File: src/rtl/sumador_arbiter_pkg.sv
// Shared constants and types for the shared-adder arbiter: default widths,
// requester indices for the fetch/execute add paths, and the response record.
package sumador_arbiter_pkg;

  localparam int WIDTH = 32;
  localparam int NREQ  = 3;
  localparam int IDW   = $clog2(NREQ);

  localparam int REQ_PC  = 0;
  localparam int REQ_BR  = 1;
  localparam int REQ_ALU = 2;

  typedef struct packed {
    logic [WIDTH-1:0] sum;
    logic [IDW-1:0]   id;
    logic             ovf;
  } rsp_t;

endpackage

File: src/rtl/sumador_arbiter_rr_picker.sv
// Round-robin priority picker: first asserted request at or after ptr,
// wrapping from NREQ-1 to 0. Produces a one-hot grant and its index.
module sumador_arbiter_rr_picker #(
  parameter int NREQ = 3,
  parameter int IDW  = $clog2(NREQ)
) (
  input  logic [NREQ-1:0] req,
  input  logic [IDW-1:0]  ptr,
  output logic [NREQ-1:0] gnt,
  output logic [IDW-1:0]  gnt_idx,
  output logic            gnt_any
);

  int idx;

  // NOTE: every output gets a default before the search so no path leaves one
  // unassigned; otherwise a latch is inferred.
  always_comb begin
    gnt     = '0;
    gnt_idx = '0;
    gnt_any = 1'b0;
    idx     = 0;
    for (int off = 0; off < NREQ; off++) begin
      idx = int'(ptr) + off;
      if (idx >= NREQ) idx = idx - NREQ;
      if (!gnt_any && req[idx]) begin
        gnt[idx] = 1'b1;
        gnt_idx  = IDW'(idx);
        gnt_any  = 1'b1;
      end
    end
  end

endmodule

File: src/rtl/sumador_arbiter.sv
// One signed adder shared round-robin between NREQ requesters; the result is
// registered with requester id and signed overflow on a valid/ready port.
module sumador_arbiter #(
  parameter int WIDTH = sumador_arbiter_pkg::WIDTH,
  parameter int NREQ  = sumador_arbiter_pkg::NREQ,
  parameter int IDW   = $clog2(NREQ)
) (
  input  logic                 clk,
  input  logic                 rst,
  input  logic [NREQ-1:0]      req_valid,
  input  logic [NREQ*WIDTH-1:0] req_a,
  input  logic [NREQ*WIDTH-1:0] req_b,
  output logic [NREQ-1:0]      req_ready,
  output logic                 rsp_valid,
  input  logic                 rsp_ready,
  output logic [WIDTH-1:0]     rsp_sum,
  output logic [IDW-1:0]       rsp_id,
  output logic                 rsp_ovf
);

  logic             rsp_valid_q, rsp_valid_d;
  logic [WIDTH-1:0] rsp_sum_q,   rsp_sum_d;
  logic [IDW-1:0]   rsp_id_q,    rsp_id_d;
  logic             rsp_ovf_q,   rsp_ovf_d;
  logic [IDW-1:0]   rr_ptr_q,    rr_ptr_d;

  logic             can_accept;
  logic [NREQ-1:0]  pick_req;
  logic [NREQ-1:0]  gnt;
  logic [IDW-1:0]   gnt_idx;
  logic             gnt_any;
  logic [WIDTH-1:0] a_sel, b_sel, sum;
  logic             ovf;

  // The output register can refill in the same cycle it drains.
  assign can_accept = !rsp_valid_q || rsp_ready;
  assign pick_req   = (rst || !can_accept) ? '0 : req_valid;

  sumador_arbiter_rr_picker #(.NREQ(NREQ), .IDW(IDW)) u_picker (
    .req     (pick_req),
    .ptr     (rr_ptr_q),
    .gnt     (gnt),
    .gnt_idx (gnt_idx),
    .gnt_any (gnt_any)
  );

  assign req_ready = gnt;

  // Single adder instance on the muxed operands.
  assign a_sel = req_a[gnt_idx*WIDTH +: WIDTH];
  assign b_sel = req_b[gnt_idx*WIDTH +: WIDTH];
  assign sum   = a_sel + b_sel;
  assign ovf   = (a_sel[WIDTH-1] == b_sel[WIDTH-1]) && (sum[WIDTH-1] != a_sel[WIDTH-1]);

  always_comb begin
    rsp_valid_d = rsp_valid_q;
    rsp_sum_d   = rsp_sum_q;
    rsp_id_d    = rsp_id_q;
    rsp_ovf_d   = rsp_ovf_q;
    rr_ptr_d    = rr_ptr_q;
    if (rsp_valid_q && rsp_ready) rsp_valid_d = 1'b0;
    if (gnt_any) begin
      rsp_valid_d = 1'b1;
      rsp_sum_d   = sum;
      rsp_id_d    = gnt_idx;
      rsp_ovf_d   = ovf;
      rr_ptr_d    = (gnt_idx == IDW'(NREQ - 1)) ? '0 : gnt_idx + 1'b1;
    end
  end

  // NOTE: state registers use non-blocking assignments so every flop samples
  // the pre-edge values regardless of statement order.
  always_ff @(posedge clk) begin
    if (rst) begin
      rsp_valid_q <= 1'b0;
      rsp_sum_q   <= '0;
      rsp_id_q    <= '0;
      rsp_ovf_q   <= 1'b0;
      rr_ptr_q    <= '0;
    end else begin
      rsp_valid_q <= rsp_valid_d;
      rsp_sum_q   <= rsp_sum_d;
      rsp_id_q    <= rsp_id_d;
      rsp_ovf_q   <= rsp_ovf_d;
      rr_ptr_q    <= rr_ptr_d;
    end
  end

  assign rsp_valid = rsp_valid_q;
  assign rsp_sum   = rsp_sum_q;
  assign rsp_id    = rsp_id_q;
  assign rsp_ovf   = rsp_ovf_q;

endmodule

File: config.mk
export PLATFORM = sky130hd
export DESIGN_NAME = sumador_arbiter
export DESIGN_NICKNAME = d
export VERILOG_FILES = /design/src/rtl/sumador_arbiter_pkg.sv /design/src/rtl/sumador_arbiter_rr_picker.sv /design/src/rtl/sumador_arbiter.sv
export SDC_FILE = /design/constraint.sdc
export NUM_CORES = 1
export LEC_CHECK = 0
export BUFFER_PORTS_ARGS = -buffer_cell sky130_fd_sc_hd__buf_2
export CAP_MARGIN = 20
export CORE_MARGIN = 5
export CORE_UTILIZATION = 45
export CTS_CLUSTER_DIAMETER = 150
export DETAILED_ROUTE_END_ITERATION = 10
export GPL_TIMING_DRIVEN = 0
export PLACE_DENSITY = 0.8
export SLEW_MARGIN = 20
export SYNTH_ARGS = -nofsm -noshare
export SYNTH_HDL_FRONTEND = slang
export SYNTH_SLANG_ARGS = --single-unit
File: constraint.sdc
create_clock -name clk -period 15.6 [get_ports clk]
set_input_delay 3.12 -clock clk [delete_from_list [all_inputs] [get_ports clk]]
set_output_delay 3.12 -clock clk [all_outputs]
set_load 0.01 [all_outputs]
# After elaboration in Yosys (flattened, before gate mapping)
# Cells that the tools add are included.
# W data, S select, Z words.
[totals]
reg_bits = 38
inputBits = 198
elab_cells = 73
[classes]
add_sub_neg = 7
n_lt_le_gt_ge = 9
eq_ne = 3
n_shift = 2
mux = 31
n_bitwise = 2
reduce_logical = 14
[ops]
columns = ["op", "n"]
rows = [
  ["$shiftx A96 B8 Y32", 2],
  ["$ge A32 B1 Y1 const B", 3],
  ["$lt A32 B4 Y1 const B", 3],
  ["$mux W32", 3],
  ["$ge A32 B3 Y1 const B", 2],
  ["$sub A32 B3 Y32 const B", 2],
  ["$add A32 B32 Y32", 1],
  ["$mux W1", 14],
  ["$mux W3", 4],
  ["$mux W2", 4],
  ["$logic_and A1 B1 Y1", 7],
  ["$bmux W1 S2", 3],
  ["$demux W1 S2", 3],
  ["$or A3 B3 Y3", 2],
  ["$logic_not A1 Y1", 4],
  ["$add A2 B1 Y3 const B", 1],
  ["$add A2 B2 Y3 const B", 1],
  ["$sub A2 B2 Y3 const B", 1],
  ["$add A2 B1 Y2 const B", 1],
  ["$eq A2 B2 Y1 const B", 1],
  ["$ge A2 B2 Y1 const B", 1],
  ["$logic_or A1 B1 Y1", 2],
  ["$reduce_bool A2 Y1", 1],
  ["$eq A1 B1 Y1", 1],
  ["$ne A1 B1 Y1", 1],
]

# Depth between registers and ports, before layout
# Gate-level depths: netlist (run 1).
[depth]
word_depth = 19
mapped_depth = 24

# Modules after synthesis
# From an unflattened synthesis (run 1), not the netlist that was laid out.
[hier_totals]
cells_unflattened = 672
area_unflattened_um2 = 4872.2
[by_module_without_submodules]
columns = ["module", "instances", "cells_each", "area_per_inst_um2"]
rows = [
  ["sumador_arbiter", 1, 620, 4490.6],
  ["sumador_arbiter_rr_picker", 1, 52, 381.6],
]

# Least setup slack after synthesis (run 1)
# Ideal clock, no wire load.
[synth_timing]
kind = "in2out"
from = "in req_valid[2]"
to = "out req_ready[1]"
arrival_ps = 4290
required_ps = 12480
path_slack_ps = 8190
stages = 6
n_path_buf = 0
path_cell_list = "mux2_2 mux2_2 and2_1 nor2_1 a22oi_1 a21oi_1"
[synth_between]
elab_chain_len = 11
[synth_lines]
columns = ["item", "line", "source"]
rows = [
  ["from (decl)", "sumador_arbiter.sv:10", "input logic [NREQ-1:0] req_valid,"],
  ["$mux W3 (*)", "sumador_arbiter.sv:37", "assign pick_req = (rst || !can_accept) ? '0 : req_valid;"],
  ["$bmux W1 S2", "sumador_arbiter_rr_picker.sv:26", "if (!gnt_any && req[idx]) begin"],
  ["$mux W1 (implied by the code) (2 in series)", "sumador_arbiter_rr_picker.sv:26", ""],
  ["$mux W1", "sumador_arbiter_rr_picker.sv:26", ""],
  ["$logic_not A1 Y1", "sumador_arbiter_rr_picker.sv:26", ""],
  ["$logic_and A1 B1 Y1", "sumador_arbiter_rr_picker.sv:26", ""],
  ["$mux W1", "sumador_arbiter_rr_picker.sv:26", ""],
  ["$logic_not A1 Y1", "sumador_arbiter_rr_picker.sv:26", ""],
  ["$logic_and A1 B1 Y1", "sumador_arbiter_rr_picker.sv:26", ""],
  ["$mux W3 (*)", "sumador_arbiter_rr_picker.sv:26", ""],
  ["to (decl)", "sumador_arbiter.sv:13", "output logic [NREQ-1:0] req_ready,"],
]
# Every way passes the cells marked *; elsewhere a longest branch is shown, timed or not. The select of a mux whose other input is x is not followed.

# Final worst setup path (run 1)
[layout_timing]
from = "in rsp_ready"
to = "reg rsp_ovf_q (netlist: rsp_ovf)"
[layout_between]
elab_chain_len = 18
[layout_lines]
columns = ["item", "line", "source"]
rows = [
  ["from (decl)", "sumador_arbiter.sv:15", "input logic rsp_ready,"],
  ["$logic_or A1 B1 Y1 (*)", "sumador_arbiter.sv:36", "assign can_accept = !rsp_valid_q || rsp_ready;"],
  ["$logic_not A1 Y1 (*)", "sumador_arbiter.sv:37", ""],
  ["$logic_or A1 B1 Y1 (*)", "sumador_arbiter.sv:37", ""],
  ["$mux W3 (*)", "sumador_arbiter.sv:37", ""],
  ["$bmux W1 S2", "sumador_arbiter_rr_picker.sv:26", ""],
  ["$mux W1 (implied by the code) (2 in series)", "sumador_arbiter_rr_picker.sv:26", ""],
  ["$mux W1", "sumador_arbiter_rr_picker.sv:26", ""],
  ["$logic_not A1 Y1", "sumador_arbiter_rr_picker.sv:26", ""],
  ["$logic_and A1 B1 Y1", "sumador_arbiter_rr_picker.sv:26", ""],
  ["$mux W1", "sumador_arbiter_rr_picker.sv:26", ""],
  ["$logic_not A1 Y1", "sumador_arbiter_rr_picker.sv:26", ""],
  ["$logic_and A1 B1 Y1", "sumador_arbiter_rr_picker.sv:26", ""],
  ["$mux W2", "sumador_arbiter_rr_picker.sv:26", ""],
  ["$shiftx A96 B8 Y32, on equally long branches", "sumador_arbiter.sv:50, sumador_arbiter.sv:51", ""],
  ["$add A32 B32 Y32", "sumador_arbiter.sv:52", "assign sum = a_sel + b_sel;"],
  ["$ne A1 B1 Y1", "sumador_arbiter.sv:53", "assign ovf = (a_sel[WIDTH-1] == b_sel[WIDTH-1]) && (sum[WIDTH-1] != a_sel[WIDTH-1]);"],
  ["$logic_and A1 B1 Y1", "sumador_arbiter.sv:53", ""],
  ["to (signal assigned)", "sumador_arbiter.sv:84", "rsp_ovf_q <= rsp_ovf_d;"],
  ["to (decl)", "sumador_arbiter.sv:24", "logic rsp_ovf_q, rsp_ovf_d;"],
]
# Marked as above.
# A chain may end at the register's enable or synchronous reset.

==> results.json, run 1 <==
{
  "run_status": "completed",
  "cts_made_buffers": 5,
  "library_cell_used_as_clock_root_buffer": "sky130_fd_sc_hd__clkbuf_8",
  "dr.pass1.iters": 5,
  "post-dp-hpwl_um": 13000,
  "rr_startpoint": "rr_ptr_q[0]",
  "critical_path_arrival_ns": 8.46,
  "hold_path.startpoint": "rsp_sum[14]",
  "cp_cell_sequence": "buf_2 -> nand2b_1 -> nor2b_1 -> clkbuf_1 -> a21oi_1 -> o211ai_1 -> clkbuf_1 -> clkbuf_1 -> clkbuf_1 -> a21oi_1 -> ha_1 -> a211oi_2 -> o21ai_2 -> o2111ai_2 -> o31ai_2 -> a41o_1 -> o41a_1 -> a31o_1 -> and3_1 -> nor4_2",
  "dieWidth_um": 110,
  "drtIter0Drc": 199,
  "nets": 1102,
  "fmax_mhz": 121,
  "yosysTopAreaCellShare": 0.167,
  "final_clock_period_utilization_by_the_worst_path": 0.529,
  "grt.met2_usage": 0.440,
  "design.die.area_um2": 12200,
  "fin_area_um2": 5980,
  "area_of_combinational_cells_with_multiple_inputs_um2": 3560,
  "floorplan.io_pins": 237,
  "antenna_found_initial": 0,
  "post_route_cells_drive_above_1_share": 0.319,
  "synth.largest_area_cell": "sky130_fd_sc_hd__dfxtp_1",
  "placement.cell_area_um2": 5890,
  "cts.clk_slew.worst_paths_ns": 0.08,
  "cts-htree-levels": 2,
  "setup_viol": 0,
  "gp_routability_congestion": 0.911,
  "cpLargestDelayFamily": "compound AO/OA/AOI/OAI gates",
  "critPathMaxStageDelay_ns": 0.59,
  "fin_hold_ws_ns": 0.449,
  "coreArea_um2": 9820,
  "cp-end-kind": "flip-flop",
  "critical_path.max_fanout": 10,
  "m1_gr_usage": 0.291,
  "hold_viol": 0,
  "numClockSinks": 38,
  "max-clock-path-buffers": 2,
  "synth_flop_cell": "sky130_fd_sc_hd__dfxtp_1",
  "vias": 5401,
  "fin_skew_ns": 0.00542,
  "globalRoute.busiestLayer": "met2",
  "flow.area_growth_from_synthesis_pct": 31.7,
  "cts_hold_buffers": 0,
  "core.rowCount": 36,
  "synth_edf_count": 0,
  "seq_cells_post_synth": 38,
  "numPortBuffers": 236,
  "grt_pass1_vias": 5360,
  "timing.critical_path.slowest_stage_cell": "sky130_fd_sc_hd__clkbuf_1",
  "cell_with_the_most_instances_after_synthesis": "sky130_fd_sc_hd__a21oi_1",
  "layout.area.seq_um2": 761,
  "cp_data_required_time_ns": 15.80,
  "startpoint_of_the_most_critical_setup_path": "rsp_ready",
  "fin_setup_tns_ns": 0,
  "start_kind": "primary input",
  "cap_viol_max_count": 0,
  "tritoncts": "yes",
  "synth_async_sr_flop_share": 0,
  "critical_path_buf_inv_count": 5,
  "hold_path.class": "flip-flop to flip-flop",
  "grt_start_max_net_pins": 14,
  "grt_use_met3": 0.0525,
  "crit_path_frequent_cell": "sky130_fd_sc_hd__clkbuf_1",
  "power_density_nw_per_um2": 282,
  "most_frequent_cells_after_synthesis": "sky130_fd_sc_hd__a21oi_1 (113), sky130_fd_sc_hd__nor2_1 (84), sky130_fd_sc_hd__mux2i_1 (66)",
  "final_core_util": 0.609,
  "rsz0062_at_grt": "no",
  "cts.repair_timing.setup_buffer_count": 0,
  "routedWlPerCell_um": 15.7,
  "synthCells": 625,
  "die_height_um": 110,
  "grt_remaining_overflow": 0,
  "synth.distinct_cells": 66,
  "floorplan.initialDensity": 0.463,
  "synth.cell_area_um2": 4540,
  "yosysWarningCount": 0,
  "post_drt_via_cell_ratio": 5.39,
  "num_antenna_cells": 0,
  "detail_route.drc_violations": 0,
  "power_mw": 1.69,
  "max-vdd-ir-drop_uv": 131,
  "timing_worst_setup_path_type": "primary input to flip-flop",
  "synth.net_count": 859,
  "wl_um": 15800,
  "worst-slew-pin-transition_ns": 0.697,
  "postRouteAntennaNets": 0,
  "drv_slew": 0,
  "finalWorstPathRequiredPeriod_ns": 8.26,
  "syn-mean-instance-area_um2": 7.27,
  "track_usage": 0.244,
  "slew_headroom": 0.536,
  "nFillCells": 993,
  "postCtsResizedCells": 0,
  "p_leak_nw": 3.11,
  "synth-seq-area-share": 0.167,
  "first_pass_grt_wire_length_um": 25200,
  "insertion_delay_to_the_later_sink_of_the_worst_skew_pair_ns": 0.29,
  "top_cells_by_area_synth": "sky130_fd_sc_hd__dfxtp_1 (17%), sky130_fd_sc_hd__mux2i_1 (15%), sky130_fd_sc_hd__a21oi_1 (12%)"
}
## registers in the layout, summed over array words and instances, names as in the netlist
signal,flops
rr_ptr_q,2
rsp_id,2
rsp_ovf,1
rsp_sum,32
rsp_valid,1
## through the flow
stage	std cells	setup WS (ns)
finish	1002	7.34
global route	1002	7.05
CTS	1002	7.41
detailed placement	994	7.11
global placement	994	7.27
floorplan	625	8.19
## layout by cell type (no fill, tap or decap), types with 8 or more instances in the layout
| cell | instances |
|---|---|
| sky130_fd_sc_hd__a21oi_1 | 113 |
| sky130_fd_sc_hd__buf_2 | 239 |
| sky130_fd_sc_hd__clkbuf_1 | 29 |
| sky130_fd_sc_hd__dfxtp_1 | 38 |
| sky130_fd_sc_hd__ha_1 | 35 |
| sky130_fd_sc_hd__inv_1 | 11 |
| sky130_fd_sc_hd__mux2i_1 | 66 |
| sky130_fd_sc_hd__nand2_1 | 64 |
| sky130_fd_sc_hd__nand3b_1 | 10 |
| sky130_fd_sc_hd__nor2_1 | 84 |
| sky130_fd_sc_hd__nor2b_1 | 8 |
| sky130_fd_sc_hd__nor3_1 | 8 |
| sky130_fd_sc_hd__o21ai_0 | 26 |
| sky130_fd_sc_hd__xnor2_1 | 21 |
## metal layers
layer,part of all wire,up-vias
li1,-,2732
met1,0.42,2456
met2,0.49,194
met3,0.063,19
met4,0.021,0
met5,0,-
## cell type report
type / count / area share
Clock buffer: 5 / 0.0115
Multi-Input combinational cell: 536 / 0.595
Timing Repair Buffer: 236 / 0.198
Tap cell: 133 / 0.0278
Buffer: 40 / 0.0308
Inverter: 11 / 0.00691
Clock inverter: 3 / 0.00356
Sequential cell: 38 / 0.127
## worst reg2reg max path, cell delays in order (launching register included)
cell	delay, ns
sky130_fd_sc_hd__dfxtp_1	0.38
sky130_fd_sc_hd__inv_1	0.08
sky130_fd_sc_hd__ha_1	0.18
sky130_fd_sc_hd__buf_2	0.16
sky130_fd_sc_hd__mux2i_1	0.12
sky130_fd_sc_hd__o21ai_0	0.32
sky130_fd_sc_hd__a21oi_1	0.13
sky130_fd_sc_hd__o211ai_1	0.35
sky130_fd_sc_hd__clkbuf_1	0.54
sky130_fd_sc_hd__clkbuf_1	0.60
sky130_fd_sc_hd__clkbuf_1	0.46
sky130_fd_sc_hd__a21oi_1	0.15
sky130_fd_sc_hd__ha_1	0.31
sky130_fd_sc_hd__a211oi_2	0.26
sky130_fd_sc_hd__o21ai_2	0.13
sky130_fd_sc_hd__o2111ai_2	0.29
sky130_fd_sc_hd__o31ai_2	0.16
sky130_fd_sc_hd__a41o_1	0.30
sky130_fd_sc_hd__o41a_1	0.35
sky130_fd_sc_hd__a31o_1	0.28
sky130_fd_sc_hd__and3_1	0.19
sky130_fd_sc_hd__nor4_2	0.25
## path summary, 6_finish.rpt
kind / to / slack [ns] / cells past startpoint
max: rsp_ovf / 7.34 / 20
min: rsp_sum[14] / 0.45 / 2
max reg2reg: rsp_ovf / 9.53 / 21
min reg2reg: rsp_sum[14] / 0.45 / 2
## report_power, final
group	switching, mW	total (mW)	internal [mW]
logic	0.847	1.46	0.613
registers	0.0187	0.157	0.138
clock network	0.0388	0.0703	0.0315
total	0.904	1.69	0.783
## cell families (layout without fill, tap and decap cells)
group,count (synthesis),after routing,synth area share
muxes,72,72,0.160
buffers and inverters,51,295,0.0496
adders and majority gates,36,36,0.101
xor gates and xnor gates,24,24,0.0463
and+or+nand+nor,201,201,0.200
AOI/OAI and AO/OA,203,203,0.275
DFF,38,38,0.167
(Power assumes the default switching activity.)
==> run 2, diff against run 1 <==
- CORE_UTILIZATION: 45 -> 42
- PLACE_DENSITY: 0.8 -> 0.78
- clock period: 15.6 -> 7.2 ns (I/O delays scaled with it)
==> run 2 against run 1 <==
Compared with the run above: total power grew 120%; via count shrank 0.26%; count of clock-buffer cells in the layout is the same; routed wire length grew 2.3%.
==> results.json, run 2 (synthesis results as in run 1) <==
{
  "dr.pass1.iters": 4,
  "crit_path_frequent_cell": "sky130_fd_sc_hd__clkbuf_1",
  "place.detailed.instances": 1001,
  "hold_viol": 0,
  "critical_path_arrival_ns": 6.61,
  "cts_hold_buffers": 0,
  "nets": 1102,
  "coreArea_um2": 10700,
  "commonest_cells_after_routing_fill_and_taps_aside": "sky130_fd_sc_hd__buf_2 (239), sky130_fd_sc_hd__a21oi_1 (113), sky130_fd_sc_hd__nor2_1 (84)",
  "hold_path.startpoint": "rsp_sum[0]",
  "detail_route.drc_violations": 0,
  "final_core_util": 0.564,
  "fmax_mhz": 156,
  "critPathMaxStageDelay_ns": 0.52,
  "gp_routability_congestion": 0.920,
  "final_clock_period_utilization_by_the_worst_path": 0.888,
  "max-clock-path-buffers": 2,
  "drv_slew": 0,
  "rsz0062_at_grt": "no",
  "post_drt_via_cell_ratio": 5.34,
  "antenna_found_initial": 0,
  "cts_made_buffers": 5,
  "power.switching_fraction": 0.526,
  "grt_pass1_vias": 5214,
  "cp_cell_sequence": "buf_2 -> nand2b_1 -> nor2b_1 -> clkbuf_1 -> a21oi_1 -> o211ai_1 -> clkbuf_1 -> clkbuf_1 -> clkbuf_1 -> a21oi_1 -> ha_1 -> a21oi_1 -> o21ai_1 -> a221oi_2 -> o31ai_2 -> a41o_1 -> o41a_1 -> a31o_1 -> and3_1 -> nor4_2",
  "p_leak_nw": 3.14,
  "run_status": "completed",
  "numClockSinks": 38,
  "track_usage": 0.238,
  "grt_remaining_overflow": 0,
  "power.combinational.fraction": 0.849,
  "floorplan.io_pins": 237,
  "num_antenna_cells": 0,
  "power.internal_mw": 1.77,
  "vias": 5387,
  "timing.critical_path.slowest_stage_cell": "sky130_fd_sc_hd__clkbuf_1",
  "insertion_delay_to_the_later_sink_of_the_worst_skew_pair_ns": 0.30,
  "cp-end-kind": "flip-flop",
  "worst-slew-pin-transition_ns": 0.688,
  "postCtsResizedCells": 0,
  "postRouteAntennaNets": 0,
  "final_cell_count_no_fill": 1009,
  "sequentialPowerShare": 0.091,
  "tritoncts": "yes",
  "cap_viol_max_count": 0,
  "library_cell_used_as_clock_root_buffer": "sky130_fd_sc_hd__clkbuf_8",
  "post-dp-hpwl_um": 13400,
  "largest_register_ffs": 32,
  "finalWorstPathRequiredPeriod_ns": 6.40,
  "floorplan.initialDensity": 0.425,
  "power_density_nw_per_um2": 617,
  "numPortBuffers": 236,
  "design.die.area_um2": 13000,
  "startpoint_of_the_most_critical_setup_path": "rsp_ready",
  "rr_startpoint": "rr_ptr_q[0]",
  "die_height_um": 114,
  "routedWlPerCell_um": 16.0,
  "grt_start_max_net_pins": 14,
  "critical_path.max_fanout": 10,
  "first_pass_grt_wire_length_um": 25100,
  "start_kind": "primary input",
  "mostFrequentLayoutCell": "sky130_fd_sc_hd__buf_2",
  "switchingPower_mw": 1.96,
  "nFillCells": 1096,
  "cts.clk_slew.worst_paths_ns": 0.08,
  "fin_setup_tns_ns": 0,
  "hold_path.class": "flip-flop to flip-flop",
  "cts.repair_timing.setup_buffer_count": 0,
  "max-vdd-ir-drop_uv": 255,
  "slew_headroom": 0.541,
  "dieWidth_um": 114,
  "core.rowCount": 38,
  "fin_skew_ns": 0.00368,
  "flow.area_growth_from_synthesis_pct": 32.9,
  "part_of_the_power_in_the_clock_network": 0.060,
  "drtIter0Drc": 272,
  "timing_worst_setup_path_type": "primary input to flip-flop",
  "cts-htree-levels": 2,
  "setup_viol": 0,
  "cp_data_required_time_ns": 7.42,
  "post_route_cells_drive_above_1_share": 0.319,
  "wl_um": 16100
}
## run 2: changes by cell type in the layout (fill, tap and decap cells not counted), sizes merged
cell | previous run | this run
clkinv | 2 | 1
clkinvlp | 1 | 0
bufinv | 0 | 2
## run 2: worst paths after layout
kind	slack, ns	end	cells past startpoint
worst max-delay path	0.80	rsp_ovf	20
worst min-delay path	0.45	rsp_sum[0]	2
worst min register to register	0.45	rsp_sum[0]	2
worst max register to register	1.19	rsp_ovf	21
## run 2: area by class of cell
cell class,instances,area (um2),share of cell area
inverter,11,41.3,0.00684
multi-input combinational,536,3560,0.589
buffer,40,184,0.0305
tap,140,175,0.0290
timing repair buffer,236,1180,0.196
clock inverter,3,68.8,0.0114
clock buffer,5,68.8,0.0114
sequential,38,761,0.126
## run 2: routing by layer
metal | part of all wire | track usage | routed length, um | vias up
li1 | - | - | - | 2728
met1 | 0.42 | 0.294 | 6710 | 2443
met2 | 0.49 | 0.429 | 7940 | 198
met3 | 0.077 | 0.0408 | 1250 | 18
met4 | 0.015 | 0.0530 | 240 | 0
met5 | 0 | 0 | 0 | -
## run 2: power groups by stage
stage,clock (mW),combinational [mW],sequential [mW]
after floorplan,0,2.38,0.374
after global placement,0,3.08,0.340
after detailed placement,0,3.13,0.342
after CTS,0.227,3.15,0.338
after global routing,0.237,3.50,0.349
final,0.225,3.16,0.338
## run 2: per-stage QoR
stage	total power, mW	worst slack (ns)	hold slack (ns)	cell area [um2]
finish	3.73	0.804	0.451	6040
global route	4.08	0.427	0.472	6040
CTS	3.71	0.820	0.455	6040
detailed placement	3.47	0.526	0.444	5900
global placement	3.42	0.529	0.436	5900
floorplan	2.75	1.66	0.469	4540
## run 2: worst max-delay path: cells and delay by family
| kind | cells | cell delay [ns] |
|---|---|---|
| AO/OA/AOI/OAI | 10 | 2.37 |
| adder cells (fa/ha/maj) | 1 | 0.39 |
| buffers and inverters | 5 | 1.72 |
| AND/OR/NAND/NOR | 4 | 0.66 |
==> run 3, diff against run 2 <==
- CORE_ASPECT_RATIO: not set -> 0.9
==> run 3 against run 2 <==
Compared with the run above: count of clock-buffer cells in the layout did not move; maximum frequency fell by 1.5%; global-route usage fell by 0.58 points; first-iteration DRC count rose by 15%; register-to-register slack barely moved; final cell count fell by 0.59%; non-clock buffer count did not move; worst setup slack got worse by 0.098 ns; total power rose by 1.6%; die area barely moved.
==> results.json, run 3 (synthesis results as in run 1) <==
{
  "grt_pass1_vias": 5115,
  "fmax_mhz": 154,
  "postCtsResizedCells": 0,
  "design.die.area_um2": 13000,
  "critical_path_arrival_ns": 6.67,
  "critical_path_buf_inv_count": 5,
  "cts_hold_buffers": 0,
  "largest_register_ffs": 32,
  "post-dp-hpwl_um": 13200,
  "crit_path_frequent_cell": "sky130_fd_sc_hd__clkbuf_1",
  "cp_data_required_time_ns": 7.38,
  "cts_made_buffers": 5,
  "setup_viol": 0,
  "first_pass_grt_wire_length_um": 24400,
  "flow.area_growth_from_synthesis_pct": 34.0,
  "critical_path.max_fanout": 10,
  "drtIter0Drc": 312,
  "grt_start_max_net_pins": 14,
  "post_drt_via_cell_ratio": 5.36,
  "track_usage": 0.232,
  "fin_setup_tns_ns": 0,
  "mostFrequentLayoutCell": "sky130_fd_sc_hd__buf_2",
  "cts-htree-levels": 2,
  "max-vdd-ir-drop_uv": 309,
  "dr.pass1.iters": 5,
  "cts.repair_timing.setup_buffer_count": 0,
  "finalWorstPathRequiredPeriod_ns": 6.49,
  "timing.critical_path.slowest_stage_cell": "sky130_fd_sc_hd__clkbuf_1",
  "cp_cell_sequence": "buf_2 -> nand2b_1 -> nor2b_1 -> clkbuf_1 -> a21oi_1 -> o211ai_1 -> clkbuf_1 -> clkbuf_1 -> clkbuf_1 -> a21oi_1 -> ha_1 -> o211a_1 -> o21ai_0 -> a2111oi_2 -> nor3_2 -> a21oi_4 -> a31oi_1 -> mux2_2 -> o21ai_0 -> nand2_1",
  "library_cell_used_as_clock_root_buffer": "sky130_fd_sc_hd__clkbuf_16",
  "rr_startpoint": "rr_ptr_q[0]",
  "gp_routability_congestion": 0.937,
  "timing_worst_setup_path_type": "primary input to flip-flop",
  "tritoncts": "yes",
  "max-clock-path-buffers": 2,
  "startpoint_of_the_most_critical_setup_path": "rsp_ready",
  "routedWlPerCell_um": 15.8,
  "reg2reg_setup_slack_ns": 1.18,
  "commonest_cells_after_routing_fill_and_taps_aside": "sky130_fd_sc_hd__buf_2 (239), sky130_fd_sc_hd__a21oi_1 (113), sky130_fd_sc_hd__nor2_1 (84)",
  "cts.clk_slew.worst_paths_ns": 0.06,
  "cpLargestDelayFamily": "compound AO/OA/AOI/OAI gates",
  "numClockSinks": 38,
  "run_status": "completed",
  "floorplan.io_pins": 237,
  "hold_path.startpoint": "rsp_sum[7]",
  "slew_headroom": 0.500,
  "hold_viol": 0,
  "core.rowCount": 36,
  "die_height_um": 109,
  "detail_route.drc_violations": 0,
  "drv_slew": 0,
  "reg2regPathDepth": 21,
  "rsz0062_at_grt": "no",
  "critPathMaxStageDelay_ns": 0.62,
  "power_mw": 3.78,
  "cp-end-kind": "flip-flop",
  "numPortBuffers": 236,
  "postRouteAntennaNets": 0,
  "nets": 1102,
  "coreArea_um2": 10700,
  "wl_um": 15900,
  "antenna_found_initial": 1,
  "fin_skew_ns": 0.00643,
  "worst-slew-pin-transition_ns": 0.750,
  "post_route_cells_drive_above_1_share": 0.319,
  "cap_viol_max_count": 0,
  "insertion_delay_to_the_later_sink_of_the_worst_skew_pair_ns": 0.28,
  "start_kind": "primary input",
  "path_depth": 20,
  "worst_setup_ep": "rsp_sum[26]",
  "dieWidth_um": 120,
  "vias": 5377,
  "worstReg2RegEnd": "rsp_sum[26]",
  "final_clock_period_utilization_by_the_worst_path": 0.902,
  "p_leak_nw": 3.16,
  "grt_remaining_overflow": 0,
  "power_density_nw_per_um2": 622,
  "floorplan.initialDensity": 0.424,
  "hold_path.class": "flip-flop to flip-flop"
}
-- run 3: how the worst min path moves through the flow --
stage / to / slack [ns] / cells past startpoint
2_1_floorplan: rr_ptr_q[1] / 0.47 / 2
3_3_place_gp: rsp_sum[19] / 0.44 / 2
3_5_place_dp: rsp_sum[7] / 0.44 / 2
4_1_cts: rsp_sum[7] / 0.45 / 2
5_1_grt: rsp_id[1] / 0.47 / 2
6_report: rsp_sum[7] / 0.45 / 2
-- run 3: cell type report --
| cell class | instances | area, um2 |
|---|---|---|
| fill | 1078 | 4630 |
| multi-input combinational | 536 | 3560 |
| timing repair buffer | 236 | 1180 |
| sequential | 38 | 761 |
| buffer | 40 | 184 |
| tap | 133 | 166 |
| clock buffer | 5 | 125 |
| clock inverter | 3 | 68.8 |
| inverter | 11 | 41.3 |
| antenna | 1 | 2.50 |
-- run 3: metrics by stage --
stage | std cells | util | worst slack (ns) | cell area, um2 | hold slack, ns
global placement | 994 | 0.549 | 0.520 | 5890 | 0.436
CTS | 1002 | 0.567 | 0.788 | 6080 | 0.451
floorplan | 625 | - | 1.66 | 4540 | 0.469
finish | 1003 | 0.568 | 0.705 | 6090 | 0.449
global route | 1002 | 0.567 | 0.355 | 6080 | 0.469
detailed placement | 994 | 0.549 | 0.524 | 5890 | 0.443
-- run 3: worst register-to-register path, stage by stage, from the launching register on --
cell and delay (ns):
sky130_fd_sc_hd__dfxtp_1 0.39, sky130_fd_sc_hd__inv_1 0.09, sky130_fd_sc_hd__ha_1 0.28, sky130_fd_sc_hd__clkbuf_1 0.29, sky130_fd_sc_hd__nand2_1 0.09, sky130_fd_sc_hd__a22oi_1 0.20, sky130_fd_sc_hd__a21oi_1 0.06, sky130_fd_sc_hd__o211ai_1 0.34
sky130_fd_sc_hd__clkbuf_1 0.62, sky130_fd_sc_hd__clkbuf_1 0.50, sky130_fd_sc_hd__clkbuf_1 0.45, sky130_fd_sc_hd__a21oi_1 0.21, sky130_fd_sc_hd__ha_1 0.41, sky130_fd_sc_hd__o211a_1 0.25, sky130_fd_sc_hd__o21ai_0 0.33, sky130_fd_sc_hd__a2111oi_2 0.11
sky130_fd_sc_hd__nor3_2 0.31, sky130_fd_sc_hd__a21oi_4 0.14, sky130_fd_sc_hd__a31oi_1 0.26, sky130_fd_sc_hd__mux2_2 0.36, sky130_fd_sc_hd__o21ai_0 0.18, sky130_fd_sc_hd__nand2_1 0.07
-- run 3: power by group --
part / switching [mW] / internal, mW
registers: 0.0405 / 0.300
logic: 1.83 / 1.33
clock network: 0.0912 / 0.199
-- run 3: layer usage --
metal / up-vias / share of wire / GRT usage / wire length, um
met4: 2 / 0.014 / 0.0499 / 223
met3: 19 / 0.090 / 0.0607 / 1430
met5: - / 0.00082 / 0 / 13
li1: 2735 / - / - / -
met2: 217 / 0.48 / 0.419 / 7640
met1: 2404 / 0.41 / 0.279 / 6560
